<file path="config.mk">
export PLATFORM = sky130hd
export DESIGN_NAME = cursor_bar_multi
export DESIGN_NICKNAME = d
export VERILOG_FILES = /design/src/rtl/cursor_pkg.sv /design/src/rtl/anti_rebote.sv /design/src/rtl/btn_repeat.sv /design/src/rtl/sincronizador.sv /design/src/rtl/cursor_bar_multi.sv
export SDC_FILE = /design/constraint.sdc
export NUM_CORES = 1
export LEC_CHECK = 0
export ABC_AREA = 1
export ABC_CLOCK_PERIOD_IN_PS = 7600
export BUFFER_PORTS_ARGS = -buffer_cell sky130_fd_sc_hd__clkbuf_2
export CAP_MARGIN = 20
export CELL_PAD_IN_SITES_DETAIL_PLACEMENT = 1
export CELL_PAD_IN_SITES_GLOBAL_PLACEMENT = 1
export CORE_ASPECT_RATIO = 0.6
export CORE_MARGIN = 1
export CORE_UTILIZATION = 46
export CTS_CLUSTER_DIAMETER = 80
export DETAILED_ROUTE_END_ITERATION = 8
export PLACE_DENSITY_LB_ADDON = 0.25
export SYNTH_ARGS = -nofsm -noshare
export SYNTH_HDL_FRONTEND = slang
export SYNTH_SLANG_ARGS = --single-unit
</file>
<file path="constraint.sdc">
create_clock -name clk_fpga -period 7.6 [get_ports clk_fpga]
set_clock_uncertainty 0.1 [all_clocks]
set_input_delay 1.52 -clock clk_fpga [delete_from_list [all_inputs] [get_ports clk_fpga]]
set_output_delay 1.52 -clock clk_fpga [all_outputs]
set_load 0.01 [all_outputs]
</file>
<file path="src/rtl/cursor_pkg.sv">
`default_nettype none
// ============================================================================
// Module   : cursor_pkg
// Brief    : Shared constants, types and the saturating step helper for the
//            measurement cursor unit.
// Revision : 1.0
// ============================================================================
package cursor_pkg;

    localparam int CURSOR_ID_W       = 3;
    localparam int DEF_COORD_W       = 11;
    localparam int DEF_STEP          = 16;
    localparam int DEF_POS_MIN       = 16;
    localparam int DEF_POS_MAX       = 1008;
    localparam int DEF_POS_DEFAULT   = 512;
    localparam int DEF_RESET_SPACING = 64;
    // Wide enough for any COORD_W up to 16 plus one carry bit
    localparam int CALC_W            = 17;

    typedef enum logic {
        DIR_DEC = 1'b0,
        DIR_INC = 1'b1
    } step_dir_e;

    function automatic logic [CALC_W-1:0] clamp_step(
        input logic [CALC_W-1:0] pos,
        input step_dir_e         dir,
        input logic [CALC_W-1:0] step,
        input logic [CALC_W-1:0] pos_min,
        input logic [CALC_W-1:0] pos_max
    );
        logic [CALC_W-1:0] w_sum;
        w_sum = pos + step;
        if (dir == DIR_INC) begin
            return (w_sum > pos_max) ? pos_max : w_sum;
        end
        return (pos < pos_min + step) ? pos_min : pos - step;
    endfunction

endpackage : cursor_pkg
`default_nettype wire

</file>
<file path="src/rtl/anti_rebote.sv">
`default_nettype none
// ============================================================================
// Module   : anti_rebote
// Brief    : Debouncer; output follows input once it has been stable for
//            N_CYCLES consecutive clocks.
// Revision : 1.0
// ============================================================================
module anti_rebote #(
    parameter int   N_CYCLES = 1000000,
    parameter logic RST_VAL  = 1'b0
) (
    input  logic clk_fpga,
    input  logic rst,
    input  logic din,
    output logic dout
);

    localparam int c_CNT_W = $clog2(N_CYCLES + 1);

    logic               r_out;
    logic [c_CNT_W-1:0] r_cnt;

    always_ff @(posedge clk_fpga or posedge rst) begin
        if (rst) begin
            r_out <= RST_VAL;
            r_cnt <= '0;
        end else if (din == r_out) begin
            r_cnt <= '0;
        end else if (r_cnt == c_CNT_W'(N_CYCLES - 1)) begin
            r_out <= din;
            r_cnt <= '0;
        end else begin
            r_cnt <= r_cnt + c_CNT_W'(1);
        end
    end

    assign dout = r_out;

endmodule : anti_rebote
`default_nettype wire

</file>
<file path="src/rtl/btn_repeat.sv">
`default_nettype none
// ============================================================================
// Module   : btn_repeat
// Brief    : Debounced level to one-cycle step pulses: press edge, then
//            auto-repeat after REPEAT_DELAY and every REPEAT_PERIOD while held.
// Revision : 1.0
// ============================================================================
module btn_repeat #(
    parameter int REPEAT_DELAY  = 25000000,
    parameter int REPEAT_PERIOD = 5000000
) (
    input  logic clk_fpga,
    input  logic rst,
    input  logic lvl,
    input  logic clr,
    output logic step
);

    localparam int c_CNT_MAX = (REPEAT_DELAY > REPEAT_PERIOD) ? REPEAT_DELAY : REPEAT_PERIOD;
    localparam int c_CNT_W   = $clog2(c_CNT_MAX + 1);

    logic               r_prev;
    logic               r_rep;
    logic [c_CNT_W-1:0] r_cnt;
    logic               w_edge;
    logic               w_rep_hit;

    // r_prev resets high so a button still held through reset needs a re-press
    assign w_edge    = lvl & ~r_prev & ~clr;
    assign w_rep_hit = (r_cnt != '0) &&
                       (r_cnt == (r_rep ? c_CNT_W'(REPEAT_PERIOD) : c_CNT_W'(REPEAT_DELAY)));
    assign step      = w_edge | (lvl & ~clr & w_rep_hit);

    always_ff @(posedge clk_fpga or posedge rst) begin
        if (rst) begin
            r_prev <= 1'b1;
            r_rep  <= 1'b0;
            r_cnt  <= '0;
        end else begin
            r_prev <= lvl;
            if (!lvl || clr) begin
                r_cnt <= '0;
                r_rep <= 1'b0;
            end else if (w_edge) begin
                r_cnt <= c_CNT_W'(1);
                r_rep <= 1'b0;
            end else if (r_cnt != '0) begin
                if (w_rep_hit) begin
                    r_cnt <= c_CNT_W'(1);
                    r_rep <= 1'b1;
                end else begin
                    r_cnt <= r_cnt + c_CNT_W'(1);
                end
            end
        end
    end

endmodule : btn_repeat
`default_nettype wire

</file>
<file path="src/rtl/sincronizador.sv">
`default_nettype none
// ============================================================================
// Module   : sincronizador
// Brief    : Two-flop synchroniser for an asynchronous button input.
// Revision : 1.0
// ============================================================================
module sincronizador #(
    parameter logic RST_VAL = 1'b0
) (
    input  logic clk_fpga,
    input  logic rst,
    input  logic din,
    output logic dout
);

    logic r_meta;
    logic r_sync;

    always_ff @(posedge clk_fpga or posedge rst) begin
        if (rst) begin
            r_meta <= RST_VAL;
            r_sync <= RST_VAL;
        end else begin
            r_meta <= din;
            r_sync <= r_meta;
        end
    end

    assign dout = r_sync;

endmodule : sincronizador
`default_nettype wire

</file>
<file path="src/rtl/cursor_bar_multi.sv">
`default_nettype none
// ============================================================================
// Module   : cursor_bar_multi
// Brief    : N movable measurement cursors for the scope VGA overlay, with
//            button control, pixel hit test and cursor 0/1 distance.
// Revision : 1.0
// ============================================================================
module cursor_bar_multi
    import cursor_pkg::*;
#(
    parameter int N_CURSORS       = 2,
    parameter int COORD_W         = DEF_COORD_W,
    parameter int STEP            = DEF_STEP,
    parameter int POS_MIN         = DEF_POS_MIN,
    parameter int POS_MAX         = DEF_POS_MAX,
    parameter int POS_DEFAULT     = DEF_POS_DEFAULT,
    parameter int RESET_SPACING   = DEF_RESET_SPACING,
    parameter int LINE_W          = 1,
    parameter int REPEAT_DELAY    = 25000000,
    parameter int REPEAT_PERIOD   = 5000000,
    parameter bit DEBOUNCE_BYPASS = 1'b0,
    parameter int DEBOUNCE_CYCLES = 1000000
) (
    input  logic                           clk_fpga,
    input  logic                           rst,
    input  logic                           btn_dec,
    input  logic                           btn_inc,
    input  logic                           btn_sel,
    input  logic [COORD_W-1:0]             pix_coord,
    output logic                           in_cursor_line,
    output logic [CURSOR_ID_W-1:0]         cursor_hit_id,
    output logic [CURSOR_ID_W-1:0]         active_id,
    output logic [N_CURSORS*COORD_W-1:0]   cursor_pos,
    output logic [COORD_W-1:0]             cursor_delta
);

    localparam int c_IDX_W     = (N_CURSORS > 1) ? $clog2(N_CURSORS) : 1;
    localparam int c_HIT_W     = COORD_W + 1;
    localparam int c_RST_DELTA = (N_CURSORS > 1) ?
                                 ((RESET_SPACING < 0) ? -RESET_SPACING : RESET_SPACING) : 0;

    if (N_CURSORS < 1 || N_CURSORS > 8) begin : g_err_n
        $error("cursor_bar_multi: N_CURSORS must be 1..8");
    end
    if (COORD_W > CALC_W - 1 || LINE_W < 1) begin : g_err_w
        $error("cursor_bar_multi: COORD_W too wide or LINE_W < 1");
    end
    if (POS_MAX + LINE_W - 1 >= (1 << COORD_W)) begin : g_err_ovf
        $error("cursor_bar_multi: POS_MAX+LINE_W-1 overflows COORD_W");
    end
    for (genvar gi = 0; gi < N_CURSORS; gi++) begin : g_chk
        if (POS_DEFAULT + gi*RESET_SPACING < POS_MIN ||
            POS_DEFAULT + gi*RESET_SPACING > POS_MAX) begin : g_err_rst
            $error("cursor_bar_multi: reset position outside [POS_MIN,POS_MAX]");
        end
    end

    // Button front end: index 0 = dec, 1 = inc, 2 = sel
    logic [2:0] w_raw;
    logic [2:0] w_sync;
    logic [2:0] w_lvl;

    assign w_raw = {btn_sel, btn_inc, btn_dec};

    for (genvar gb = 0; gb < 3; gb++) begin : g_btn
        sincronizador #(.RST_VAL(1'b1)) u_sync (
            .clk_fpga (clk_fpga),
            .rst      (rst),
            .din      (w_raw[gb]),
            .dout     (w_sync[gb])
        );
        if (DEBOUNCE_BYPASS) begin : g_bypass
            assign w_lvl[gb] = w_sync[gb];
        end else begin : g_deb
            anti_rebote #(.N_CYCLES(DEBOUNCE_CYCLES), .RST_VAL(1'b1)) u_deb (
                .clk_fpga (clk_fpga),
                .rst      (rst),
                .din      (w_sync[gb]),
                .dout     (w_lvl[gb])
            );
        end
    end

    logic w_both;
    logic w_dec_req;
    logic w_inc_req;
    logic r_sel_prev;
    logic w_sel_edge;

    assign w_both = w_lvl[0] & w_lvl[1];

    btn_repeat #(.REPEAT_DELAY(REPEAT_DELAY), .REPEAT_PERIOD(REPEAT_PERIOD)) u_rep_dec (
        .clk_fpga (clk_fpga),
        .rst      (rst),
        .lvl      (w_lvl[0]),
        .clr      (w_both),
        .step     (w_dec_req)
    );

    btn_repeat #(.REPEAT_DELAY(REPEAT_DELAY), .REPEAT_PERIOD(REPEAT_PERIOD)) u_rep_inc (
        .clk_fpga (clk_fpga),
        .rst      (rst),
        .lvl      (w_lvl[1]),
        .clr      (w_both),
        .step     (w_inc_req)
    );

    assign w_sel_edge = w_lvl[2] & ~r_sel_prev;

    logic [COORD_W-1:0]     r_pos [N_CURSORS];
    logic [CURSOR_ID_W-1:0] r_active;
    logic [c_IDX_W-1:0]     w_idx;
    logic [N_CURSORS*COORD_W-1:0] r_cursor_pos;
    logic [COORD_W-1:0]     r_delta;
    logic [COORD_W-1:0]     w_delta;

    assign w_idx = r_active[c_IDX_W-1:0];

    // Moves use the pre-select active id; a simultaneous select lands next cycle
    always_ff @(posedge clk_fpga or posedge rst) begin
        if (rst) begin
            for (int i = 0; i < N_CURSORS; i++) begin
                r_pos[i]                          <= COORD_W'(POS_DEFAULT + i*RESET_SPACING);
                r_cursor_pos[i*COORD_W +: COORD_W] <= COORD_W'(POS_DEFAULT + i*RESET_SPACING);
            end
            r_active   <= '0;
            r_sel_prev <= 1'b1;
            r_delta    <= COORD_W'(c_RST_DELTA);
        end else begin
            r_sel_prev <= w_lvl[2];
            if (w_inc_req || w_dec_req) begin
                r_pos[w_idx] <= COORD_W'(clamp_step(CALC_W'(r_pos[w_idx]),
                                                    w_inc_req ? DIR_INC : DIR_DEC,
                                                    CALC_W'(STEP),
                                                    CALC_W'(POS_MIN),
                                                    CALC_W'(POS_MAX)));
            end
            if (w_sel_edge) begin
                r_active <= (r_active == CURSOR_ID_W'(N_CURSORS - 1)) ? '0 : r_active + CURSOR_ID_W'(1);
            end
            for (int i = 0; i < N_CURSORS; i++) begin
                r_cursor_pos[i*COORD_W +: COORD_W] <= r_pos[i];
            end
            r_delta <= w_delta;
        end
    end

    if (N_CURSORS > 1) begin : g_delta
        assign w_delta = (r_pos[1] >= r_pos[0]) ? (r_pos[1] - r_pos[0]) : (r_pos[0] - r_pos[1]);
    end else begin : g_no_delta
        assign w_delta = '0;
    end

    logic [N_CURSORS-1:0]   w_hit;
    logic [CURSOR_ID_W-1:0] w_hit_id;

    for (genvar gh = 0; gh < N_CURSORS; gh++) begin : g_hit
        assign w_hit[gh] = ({1'b0, pix_coord} >= {1'b0, r_pos[gh]}) &&
                           ({1'b0, pix_coord} <= {1'b0, r_pos[gh]} + c_HIT_W'(LINE_W - 1));
    end

    always_comb begin
        w_hit_id = '0;
        for (int i = N_CURSORS - 1; i >= 0; i--) begin
            if (w_hit[i]) begin
                w_hit_id = CURSOR_ID_W'(i);
            end
        end
    end

    assign in_cursor_line = |w_hit;
    assign cursor_hit_id  = w_hit_id;
    assign active_id      = r_active;
    assign cursor_pos     = r_cursor_pos;
    assign cursor_delta   = r_delta;

endmodule : cursor_bar_multi
`default_nettype wire

</file>
**After elaboration in Yosys (flattened, before gate mapping)**

Index checks and enable logic that the tools add are counted.

- Add/sub/neg operators: 10
- Reduce and logical (&&, ||, !) cells: 22
- Equality and inequality tests: 9
- Bitwise logic cells: 20
- Order comparisons: 9
- Muxes and demuxes: 42

Operators with widths:

| cell | count |
|---|---|
| 25-bit 2-to-1 mux | 10 |
| 20-bit 2-to-1 mux | 6 |
| 11-bit 2-to-1 mux | 10 |
| 20-bit by 1-bit adder with 20-bit output (second input constant) | 3 |
| 20-bit == test (second input constant) | 3 |
| 25-bit by 1-bit adder with 25-bit output (second input constant) | 2 |
| 25-bit == test | 2 |
| 25-bit nonzero test | 2 |
| 11-bit >= comparator | 3 |
| 22-bit bitwise mux | 1 |
| 11-bit less-or-equal comparator | 2 |
| 11-bit subtractor | 2 |
| 11-bit by 5-bit adder with 12-bit output (second input constant) | 1 |
| 12-bit by 10-bit greater-than comparator with 1-bit output (second input constant) | 1 |
| 1-bit 2-to-1 mux | 12 |
| 3-bit nonzero test | 4 |
| 11-bit demux with 1-bit select | 1 |
| 11-bit by 6-bit < comparator with 1-bit output (second input constant) | 1 |
| 11-bit by 5-bit subtractor with 11-bit output (second input constant) | 1 |
| 1-bit AND | 10 |
| 2-bit AND reduction | 5 |
| 1-bit inverter | 7 |
| 3-bit 2-to-1 mux | 2 |
| 1-bit logical AND | 5 |
| 10 further kinds | 16 |

- Flip-flop bits (word level): 182
- Bits of input ports: 16
- Output and inout bits: 40

**Depth between registers and ports, before layout**

- Word-level depth: 11
- Gate-level depth with buffers: 17
- Mapped depth without buffers: 16

**By module**

From an unflattened synthesis, not the netlist that was laid out.

- Cell total of the unflattened synthesis: 1499
- Area, all modules: 11503.5 µm²

By module, submodules not included:

| module | cells each | area each (µm²) | instances |
|---|---|---|---|
| anti_rebote | 160 | 1290.0 | 3 |
| cursor_bar_multi | 490 | 3856.2 | 1 |
| btn_repeat | 260 | 1804.2 | 2 |
| sincronizador | 3 | 56.3 | 3 |

**Worst setup path after synthesis**

No wires, ideal clock.

- Kind: input-to-output
- Start: in pix_coord[7]
- End: out cursor_hit_id[0]
- Arrival: 2.262 ns
- Cell stages on the path: 4
- Path buffers: 0
- Path slack: 3.718 ns
- Required time: 5.980 ns
- Path through: xor2_1 -> nor4_1 -> nand4_1 -> a21oi_1

- Longest elaborated chain between the ends: 4

RTL lines:

| element | RTL line | source |
|---|---|---|
| start, declared | cursor_bar_multi.sv:29 | `input logic [COORD_W-1:0] pix_coord,` |
| 11-bit >= comparator or 11-bit less-or-equal comparator (tied branches) | cursor_bar_multi.sv:158, cursor_bar_multi.sv:159 |  |
| 1-bit logical AND | cursor_bar_multi.sv:158 | `assign w_hit[gh] = ({1'b0, pix_coord} >= {1'b0, r_pos[gh]}) &&` |
| 1-bit 2-to-1 mux | cursor_bar_multi.sv:165 | `if (w_hit[i]) begin` |
| 3-bit 2-to-1 mux (*) | cursor_bar_multi.sv:165 |  |
| end, declared | cursor_bar_multi.sv:31 | `output logic [CURSOR_ID_W-1:0] cursor_hit_id,` |

Every way passes the cells marked *; elsewhere a longest branch is shown, timed or not.

**Worst setup path in the final report**

Same ends and word-level chain as after synthesis.

==> results_dict.tcl <==
set metrics [dict create \
    fin_nets 1440 \
    cts.repair.resized 0 \
    grt_pass1_wl_um 48510 \
    relSlewSlack_pct 47.71 \
    start_util_pct 46.92 \
    io_buffers 53 \
    syn_inst 1337 \
    critPathBufInv 2 \
    drive_gt1_share_pct 10.61 \
    worstMarginPinSlew_ps 783.5 \
    outcome "finished, final reports clean" \
    min_from "g_btn[2].u_sync.r_meta" \
    vias_per_cell 5.322 \
    power_leakage_nw 5.457 \
    vdd_drop_max_v 0.0001402 \
    slowest_stage "nor4_1" \
    htreeDepth 4 \
    insertion_delay_ps 460 \
    final_common_cell "nand2_1" \
    drv_cap 0 \
    nFillCells 2792 \
    grt_pass1_vias 9304 \
    slew_viol_final 0 \
    yosysSeqAreaShare_pct 44.21 \
    synth_flop_cell "dfrtp_1" \
    worstPathArrival_ps 2690 \
    critPathTopFamily "simple AND/OR/NAND/NOR gates" \
    required_ps 5980 \
    setup_tns_ps 0 \
    synth_mux_area_share_pct 0.3262 \
    drt_iter0_drc 493 \
    core_um2 22070 \
    vias 8995 \
    path_cells "clkbuf_2, xor2_1, nor4_1, nand4_1, a21oi_1, clkbuf_2" \
    ys_seq_elements 182 \
    holdPathStages 0 \
    detail-route-antenna-nets 0 \
    finalSetupViolCount 0 \
    cts_buffers 17 \
    avgSynthCellArea_um2 7.745 \
    synth.cell_area_um2 10350 \
    firstDrtPassIters 4 \
    synth_top_family_by_area "simple AND/OR/NAND/NOR gates" \
    hold_violations 0 \
    cts_hold_repair.buffers 0 \
    cts.path.max_buffers 2 \
    die_w_um 195.7 \
    hold_class "reg2reg" \
    critPathLaunch "pix_coord[7]" \
    cp.depth 6 \
    synth_fa_ha_area_share_pct 4.132 \
    grtUsageTotal_pct 26.77 \
    crit_path_start_kind "primary input" \
    drc_errors 0 \
    overflow 0 \
    yosysWarnings 0 \
    critPathKind "in2out" \
    std_cell_rows 42 \
    async_reset_ff_share_pct 100.0 \
    rsz0062_at_grt "no" \
    grt_max_degree 99 \
    path_clk_slew_ps 70 \
    synth-edff-count 0 \
    gp_congestion 0.9452 \
    post-cts-setup-buffers 0 \
    layout_min_cycle_time_ps 4313 \
    finish.utilization_pct 52.14 \
    synth_compound_area_share_pct 7.902 \
    synth_cell_types 48 \
    routedWlPerCell_um 17.07 \
    critPathMaxFanout 2 \
    die_h_um 118.2 \
    synth_top_area_share_pct 39.39 \
    cts_root_buf "clkbuf_16" \
    area_delta_synth_final_pct 11.14 \
    max_freq_ghz 0.2319 \
    synth_xor_area_share_pct 6.090 \
    dp_hpwl_um 21430 \
    final_cell_mix "nand2_1 (317), inv_1 (184), nor2_1 (165)" \
    r2r-start "r_pos[2]" \
    antenna_cells 0 \
    die_area_um2 23130 \
    final.period_utilization_pct 56.74 \
    cts_tree "built" \
    antenna_found_initial 0 \
    cpPeakStageDelay_ps 420 \
    wl_um 28840 \
    crit_top_cell "clkbuf_2" \
    powerDensity_nw_per_um2 171.2 \
    synth_top_area_cell "dfrtp_1" \
    synth_area_leaders "dfrtp_1 (39%), nand2_1 (11%), inv_1 (6.7%)" \
    yosys.area_share.simple_pct 29.14 \
    reg2reg_depth 10 \
    io_pins 56 \
    cts.sinks 182 \
    crit_path_end_kind "output pin" \
]
==> metrics by stage <==
stage               worst slack [ps]  total power [W]  area (um2)  std cells  hold WS (ps)
finish                          3287         0.001970       11510       1690         256.9
global route                    3238         0.002028       11510       1690         260.1
CTS                             3280         0.001989       11480       1689         259.4
detailed placement              3274         0.001048       10880       1657         246.9
global placement                3316         0.001045       10880       1657         245.5
floorplan                       1068         0.001029       10360       1338         245.2
==> cell families (layout without fill, tap and decap cells) <==
group | after synthesis | after routing
and+or+nand+nor | 692 | 692
buffers and inverters | 213 | 279
DFF | 182 | 182
AOI/OAI and AO/OA | 141 | 141
xor gates and xnor gates | 72 | 72
adders and majority gates | 33 | 33
muxes | 3 | 3
other | 1 | 2
==> flip-flops by register name (all words and copies together) (netlist names), 11 cells and up <==
signal,flops
u_rep_inc.r_cnt,25
r_pos,22
u_rep_dec.r_cnt,25
g_btn.g_deb.u_deb.r_cnt,60
cursor_pos,22
cursor_delta,11
==> power breakdown <==
part           internal (W)   total, W  switching, W
sequential         0.000975   0.000979    0.00000429
clock              0.000524   0.000940      0.000416
combinational     0.0000132  0.0000507     0.0000374
==> cell type report <==
type                       instances  area [um2]  area share [%]
timing repair buffer              56       307.8           2.675
multi-input combinational        943        4936           42.89
clock inverter                    13       171.4           1.489
sequential                       182        4578           39.78
clock buffer                      19       432.9           3.762
tap                              286       357.8           3.109
inverter                         191       724.4           6.295
==> Yosys cell counts, types with 5 or more instances <==
cell type	count
a211oi_1	6
a21oi_1	64
a31oi_1	6
buf_2	6
clkbuf_1	9
dfrtp_1	163
dfstp_2	19
ha_1	31
inv_1	185
inv_2	5
nand2_1	317
nand2_2	8
nand3_1	83
nand4_1	24
nor2_1	165
nor2_2	7
nor3_1	53
nor4_1	12
o21a_1	9
o21ai_0	40
xnor2_1	23
xor2_1	49
==> path summary, 6_finish.rpt <==
check                                                endpoint  slack [ps]
worst max-delay path                         cursor_hit_id[0]        3290
worst min-delay path                     g_btn[2].u_sync.dout         260
worst max register to register                cursor_delta[1]        4560
worst min register to register           g_btn[2].u_sync.dout         260
max in group asynchronous                g_btn[1].u_sync.dout        5090
min in group asynchronous       g_btn[1].g_deb.u_deb.r_cnt[7]        1100
==> worst reg2reg max path: stages (launching register included) <==
cell     delay [ps]
dfrtp_1         470
inv_1           110
ha_1            470
nand2_1         150
nor2_1           50
nor2_1          420
inv_1           130
nand3_1          90
nand3_1         400
or2_2           460
o21ai_0         100
==> layer usage <==
metal | up-vias | global-route usage [%] | share of wire, %
li1 | 4367 | - | -
met1 | 4428 | 40.25 | 52
met2 | 175 | 38.75 | 42
met3 | 25 | 6.307 | 5.1
met4 | 0 | 6.250 | 0.98
met5 | - | 0 | 0
(Power assumes the default switching activity.)
